File: config.mk
export PLATFORM = sky130hd
export DESIGN_NAME = uart_rx_engine
export DESIGN_NICKNAME = d
export VERILOG_FILES = /design/src/rtl/uart_pkg.sv /design/src/rtl/uart_rx_sync.sv /design/src/rtl/uart_rx_engine.sv
export SDC_FILE = /design/constraint.sdc
export NUM_CORES = 1
export LEC_CHECK = 0
export ABC_AREA = 1
export ABC_CLOCK_PERIOD_IN_PS = 1750
export CAP_MARGIN = 20
export CORE_ASPECT_RATIO = 1.25
export CORE_MARGIN = 4
export CORE_UTILIZATION = 35
export DETAILED_ROUTE_END_ITERATION = 16
export GPL_ROUTABILITY_DRIVEN = 0
export MAX_ROUTING_LAYER = met4
export PLACE_DENSITY = 0.6
export SYNTH_ARGS = -nofsm -noshare
export SYNTH_HDL_FRONTEND = slang
export SYNTH_SLANG_ARGS = --single-unit
File: constraint.sdc
create_clock -name RX_CLK -period 1.75 [get_ports RX_CLK]
set_input_delay 0.175 -clock RX_CLK [delete_from_list [all_inputs] [get_ports RX_CLK]]
set_output_delay 0.175 -clock RX_CLK [all_outputs]
set_load 0.05 [all_outputs]
File: src/rtl/uart_pkg.sv
// Shared constants for the UART receive path: parity selectors and the
// receiver FSM state encoding.
package uart_pkg;

    localparam int PARITY_NONE = 0;
    localparam int PARITY_EVEN = 1;
    localparam int PARITY_ODD  = 2;

    localparam logic [2:0] S_IDLE   = 3'd0;
    localparam logic [2:0] S_START  = 3'd1;
    localparam logic [2:0] S_DATA   = 3'd2;
    localparam logic [2:0] S_PARITY = 3'd3;
    localparam logic [2:0] S_STOP   = 3'd4;

    typedef enum logic [2:0] {
        ST_IDLE   = S_IDLE,
        ST_START  = S_START,
        ST_DATA   = S_DATA,
        ST_PARITY = S_PARITY,
        ST_STOP   = S_STOP
    } rx_state_e;

endpackage

File: src/rtl/uart_rx_sync.sv
// Two-flop synchroniser for the asynchronous serial line; resets to the idle
// (high) level so a reset never looks like a start bit.
module uart_rx_sync (
    input  logic clk,
    input  logic rst,
    input  logic din,
    output logic dout
);

    logic [1:0] sync_q;
    logic [1:0] sync_d;

    always_comb begin
        sync_d = {sync_q[0], din};
    end

    always_ff @(posedge clk or posedge rst) begin
        if (rst) begin
            sync_q <= 2'b11;
        end else begin
            sync_q <= sync_d;
        end
    end

    assign dout = sync_q[1];

endmodule

File: src/rtl/uart_rx_engine.sv
// Oversampling UART receiver: mid-bit start validation, configurable frame
// format, per-frame parity/stop flags and a valid/ready output register.
module uart_rx_engine
    import uart_pkg::*;
#(
    parameter int DATA_WIDTH   = 8,
    parameter int CLKS_PER_BIT = 16,
    parameter int PARITY_MODE  = 1,
    parameter int STOP_BITS    = 1
) (
    input  logic                  RX_CLK,
    input  logic                  RX_RST,
    input  logic                  RX_IN,
    input  logic                  RX_READY,
    output logic [DATA_WIDTH-1:0] RX_DATA,
    output logic                  RX_VALID,
    output logic                  PARITY_BIT_ERROR,
    output logic                  STOP_BIT_ERROR,
    output logic                  OVERRUN_ERROR,
    output logic                  RX_BUSY
);

    localparam int CNT_W  = $clog2(CLKS_PER_BIT);
    localparam int DCNT_W = $clog2(DATA_WIDTH + 1);

    localparam logic [CNT_W-1:0]  SAMPLE_CNT = CNT_W'(CLKS_PER_BIT / 2 - 1);
    localparam logic [CNT_W-1:0]  WRAP_CNT   = CNT_W'(CLKS_PER_BIT - 1);
    localparam logic [DCNT_W-1:0] DATA_LAST  = DCNT_W'(DATA_WIDTH - 1);
    localparam logic              STOP_LAST  = (STOP_BITS == 2);
    localparam logic              ODD_SEL    = (PARITY_MODE == PARITY_ODD);
    localparam logic              HAS_PARITY = (PARITY_MODE != PARITY_NONE);

    logic rx_s;

    uart_rx_sync u_sync (
        .clk  (RX_CLK),
        .rst  (RX_RST),
        .din  (RX_IN),
        .dout (rx_s)
    );

    rx_state_e             state_q,     state_d;
    logic [CNT_W-1:0]      bit_cnt_q,   bit_cnt_d;
    logic [DCNT_W-1:0]     data_cnt_q,  data_cnt_d;
    logic                  stop_cnt_q,  stop_cnt_d;
    logic [DATA_WIDTH-1:0] shift_q,     shift_d;
    logic                  par_err_q,   par_err_d;
    logic                  stop_err_q,  stop_err_d;
    logic                  armed_q,     armed_d;
    logic                  done_q,      done_d;
    logic [DATA_WIDTH-1:0] out_data_q,  out_data_d;
    logic                  valid_q,     valid_d;
    logic                  out_perr_q,  out_perr_d;
    logic                  out_serr_q,  out_serr_d;
    logic                  ovr_q,       ovr_d;

    logic sample_mid;
    logic wrap;

    assign sample_mid = (bit_cnt_q == SAMPLE_CNT);
    assign wrap       = (bit_cnt_q == WRAP_CNT);

    // After the start bit is confirmed at mid-bit the counter restarts, so
    // every later wrap lands in the middle of the following bit.
    always_comb begin
        state_d    = state_q;
        bit_cnt_d  = bit_cnt_q;
        data_cnt_d = data_cnt_q;
        stop_cnt_d = stop_cnt_q;
        shift_d    = shift_q;
        par_err_d  = par_err_q;
        stop_err_d = stop_err_q;
        armed_d    = armed_q;
        done_d     = 1'b0;

        case (state_q)
            ST_IDLE: begin
                bit_cnt_d = '0;
                if (rx_s) begin
                    armed_d = 1'b1;
                end else if (armed_q) begin
                    state_d = ST_START;
                end
            end
            ST_START: begin
                bit_cnt_d = bit_cnt_q + 1'b1;
                if (sample_mid) begin
                    bit_cnt_d = '0;
                    if (rx_s) begin
                        state_d = ST_IDLE;
                    end else begin
                        state_d    = ST_DATA;
                        data_cnt_d = '0;
                        par_err_d  = 1'b0;
                        stop_err_d = 1'b0;
                    end
                end
            end
            ST_DATA: begin
                bit_cnt_d = wrap ? '0 : bit_cnt_q + 1'b1;
                if (wrap) begin
                    shift_d    = {rx_s, shift_q[DATA_WIDTH-1:1]};
                    data_cnt_d = data_cnt_q + 1'b1;
                    if (data_cnt_q == DATA_LAST) begin
                        state_d    = HAS_PARITY ? ST_PARITY : ST_STOP;
                        stop_cnt_d = 1'b0;
                    end
                end
            end
            ST_PARITY: begin
                bit_cnt_d = wrap ? '0 : bit_cnt_q + 1'b1;
                if (wrap) begin
                    par_err_d  = ((^shift_q) ^ rx_s) != ODD_SEL;
                    state_d    = ST_STOP;
                    stop_cnt_d = 1'b0;
                end
            end
            ST_STOP: begin
                bit_cnt_d = wrap ? '0 : bit_cnt_q + 1'b1;
                if (wrap) begin
                    stop_err_d = stop_err_q | ~rx_s;
                    if (stop_cnt_q == STOP_LAST) begin
                        // A low final stop (break) must see the line high
                        // again before another start is accepted.
                        state_d   = ST_IDLE;
                        done_d    = 1'b1;
                        armed_d   = rx_s;
                        bit_cnt_d = '0;
                    end else begin
                        stop_cnt_d = 1'b1;
                    end
                end
            end
            default: begin
                state_d = ST_IDLE;
            end
        endcase
    end

    always_comb begin
        out_data_d = out_data_q;
        valid_d    = valid_q;
        out_perr_d = out_perr_q;
        out_serr_d = out_serr_q;
        ovr_d      = ovr_q;

        if (done_q) begin
            if (!valid_q || RX_READY) begin
                out_data_d = shift_q;
                out_perr_d = par_err_q;
                out_serr_d = stop_err_q;
                valid_d    = 1'b1;
                if (valid_q) begin
                    ovr_d = 1'b0;
                end
            end else begin
                ovr_d = 1'b1;
            end
        end else if (valid_q && RX_READY) begin
            valid_d    = 1'b0;
            out_perr_d = 1'b0;
            out_serr_d = 1'b0;
            ovr_d      = 1'b0;
        end
    end

    always_ff @(posedge RX_CLK or posedge RX_RST) begin
        if (RX_RST) begin
            state_q    <= ST_IDLE;
            bit_cnt_q  <= '0;
            data_cnt_q <= '0;
            stop_cnt_q <= 1'b0;
            shift_q    <= '0;
            par_err_q  <= 1'b0;
            stop_err_q <= 1'b0;
            armed_q    <= 1'b0;
            done_q     <= 1'b0;
            out_data_q <= '0;
            valid_q    <= 1'b0;
            out_perr_q <= 1'b0;
            out_serr_q <= 1'b0;
            ovr_q      <= 1'b0;
        end else begin
            state_q    <= state_d;
            bit_cnt_q  <= bit_cnt_d;
            data_cnt_q <= data_cnt_d;
            stop_cnt_q <= stop_cnt_d;
            shift_q    <= shift_d;
            par_err_q  <= par_err_d;
            stop_err_q <= stop_err_d;
            armed_q    <= armed_d;
            done_q     <= done_d;
            out_data_q <= out_data_d;
            valid_q    <= valid_d;
            out_perr_q <= out_perr_d;
            out_serr_q <= out_serr_d;
            ovr_q      <= ovr_d;
        end
    end

    assign RX_DATA          = out_data_q;
    assign RX_VALID         = valid_q;
    assign PARITY_BIT_ERROR = out_perr_q;
    assign STOP_BIT_ERROR   = out_serr_q;
    assign OVERRUN_ERROR    = ovr_q;
    assign RX_BUSY          = (state_q != ST_IDLE);

endmodule

==> results.ini <==
[placement]
placed_cell_area_sq_um = 2130
port_buffers = 16
dp_hpwl_microns = 2470

[routing]
ant_nets = 0
viasPerCell = 4.66
vias = 1441
drtPass1Iterations = 4
drc = 0
wl_per_cell_microns = 11.3
drtIter0Drc = 44
wirelength_microns = 3500

[floorplan]
core_sq_um = 5150
die_h_microns = 90.1
die_area_sq_um = 6650
pin_count = 17
rows = 29
die_w_microns = 73.7
start_util_pct = 36.7

[timing]
slew_headroom_pct = 66.6
finalSetupTns_ns = 0
fin_crit_ns = 1.68
drv_slew = 0
holdWs_ns = 0.285
finalSetupViolCount = 0
worst_pin_slew_ns = 0.499
layout_worst_path_cycle_share_pct = 96.1
rsz0062_at_grt = false
hold_violations = 0
fmax_mhz = 594
fin_skew_ns = 0.00599

[layout]
finish.instance_area_sq_um = 2220
final_util_pct = 43.1
fin_nets = 253
drive_gt1_share_pct = 16.6
syn_to_final_growth_pct = 17.5
final_common_cell = nand2_1
layout_common_cells = nand2_1 (61), dfrtp_1 (35), inv_1 (27)
antenna_cells = 0

[yosys]
synthMuxAreaShare_pct = 0
synthXorXnorAreaFrac_pct = 3.25
seq_area_frac_synth_pct = 49.1
yosysUniqueCellTypes = 28
synth_top_family_by_area = simple AND/OR/NAND/NOR gates
postSynthAreaPerCell_sq_um = 8.40
ys_ff_latch = 37
netlist_area_sq_um = 1890
syn_nets = 231
synth-adder-area-share_pct = 1.32
synthSimpleGateAreaFrac_pct = 25.9
synth_compound_area_share_pct = 12.5
syn-instance-count = 225
yosys_warnings = 0

[global_route]
grt.met3_usage_pct = 2.34
top_usage_layer = met2
grt.met1_usage_pct = 15.0
grt_antenna_before_repair = 0
overflow = 0
grt_start_max_net_pins = 38
grt_usage_pct = 12.7
grt_util_met2_pct = 20.3
grt_pass1_wl_microns = 6520
grt_pass1_vias = 1499

[min_path]
worstHoldEndpoint = u_sync.sync_q[0]
hold_start = RX_IN
hold_path_class = input pin to register
whs_path_depth = 1

[cts]
clockBufferDepth = 2
cts_inserted_buffers = 5
insertion_delay_ns = 0.29
cts_resized = 0
clk_pin_slew_worst_paths_ns = 0.07
root_buffer = clkbuf_8
cts_hold_buf = 0
cts_tree = built
post-cts-setup-buffer-count = 0
htreeDepth = 2
cts_sinks = 37

[run_status]
outcome = complete, no violations

[setup_path]
worst-r2r-setup-slack_ns = 0.24
cp.buffers_inverters = 1
cp_cell_sequence = clkdlybuf4s50_1
crit_arrival_ns = 1.51
required_ns = 1.57
timing.rr.end = stop_err_q
cp-start-kind = register
r2r_cells = 9
slowest_delay_ns = 0.82
end_kind = output pin
critPathSlowestCell = clkdlybuf4s50_1
path_class = register to output pin
worstReg2RegStart = bit_cnt_q[0]
crit_path_max_fanout = 5
cpLargestDelayFamily = buffers and inverters

[power_and_ir_drop]
fin_total_pwr_mw = 2.62
max-vdd-ir-drop_v = 0.000429
power.density_nw_per_um2 = 1180
leakage_nw = 1.12

[job]
maxCapViolCount = 0

[layout make-up]
| type | instances | area (sq um) |
|---|---|---|
| inverter | 36 | 135 |
| tap | 62 | 77.6 |
| clock inverter | 1 | 7.51 |
| clock buffer | 6 | 82.6 |
| multi-input combinational | 150 | 811 |
| sequential | 37 | 928 |
| fill | 525 | 2930 |
| timing repair buffer | 17 | 178 |
[worst max-delay path by stage]
stage                      start         end  slack [ns]  cells past startpoint
floorplan             state_q[0]  state_q[0]        0.26                      6
finish                  RX_VALID    RX_VALID        0.07                      1
CTS                     RX_VALID    RX_VALID        0.06                      1
global route            RX_VALID    RX_VALID        0.02                      1
global placement        RX_READY  RX_DATA[4]        0.30                      6
detailed placement  bit_cnt_q[0]  stop_err_q        0.25                      9
[power by group]
group | switching [mW] | internal (mW)
clock network | 0.304 | 0.311
logic | 0.619 | 0.341
registers | 0.0953 | 0.946
total | 1.02 | 1.60
[metal layers]
| layer | part of all wire (%) | wire length [microns] |
|---|---|---|
| met5 | 0 | 0 |
| met4 | 2.7 | 96 |
| met3 | 2.5 | 89 |
| met2 | 49 | 1720 |
| met1 | 46 | 1600 |
[flip-flops by register name, indices dropped and copies added (netlist names), 2 cells and up]
name and flops:
state_q 3, RX_DATA 8, bit_cnt_q 4, u_sync.sync_q 2, shift_q 8, data_cnt_q 4
[Yosys cell counts]
| cell type | count | area [sq um] |
|---|---|---|
| nand3_1 | 8 | 40.0 |
| o21ai_1 | 4 | 20.0 |
| nand2_2 | 6 | 37.5 |
| o21ai_2 | 2 | 17.5 |
| nor2_4 | 3 | 33.8 |
| or2_1 | 1 | 6.26 |
| inv_1 | 27 | 101 |
| o21ai_0 | 24 | 120 |
| nor2_1 | 11 | 41.3 |
| nor2_2 | 4 | 25.0 |
| ha_1 | 2 | 25.0 |
| inv_2 | 9 | 33.8 |
| xor2_1 | 4 | 35.0 |
| buf_6 | 1 | 11.3 |
| a21oi_1 | 5 | 25.0 |
| nor3_1 | 1 | 5.00 |
| dfstp_2 | 2 | 52.6 |
| a21oi_4 | 1 | 16.3 |
| o211ai_1 | 2 | 15.0 |
| nor2_8 | 1 | 20.0 |
| clkbuf_1 | 1 | 3.75 |
| o22ai_1 | 2 | 12.5 |
| nand3_4 | 1 | 17.5 |
| nand2_4 | 3 | 33.8 |
| nand2_1 | 61 | 229 |
| a22o_1 | 1 | 8.76 |
| dfrtp_1 | 35 | 876 |
| xnor2_1 | 3 | 26.3 |
[logic make-up (layout without fill, tap and decap cells)]
kind of cell	after synthesis	count (layout)
AND/OR/NAND/NOR	100	100
buffers and inverters	38	60
adder cells (fa/ha/maj)	2	2
XOR/XNOR	7	7
AO/OA/AOI/OAI	41	41
flip-flops	37	37
[per-stage QoR]
stage,setup slack (ns),instances
detailed placement,0.254,302
finish,0.0675,309
global placement,0.302,302
CTS,0.0562,309
global route,0.0155,309
floorplan,0.262,225
No activity file was read; power rests on OpenSTA's default activity.
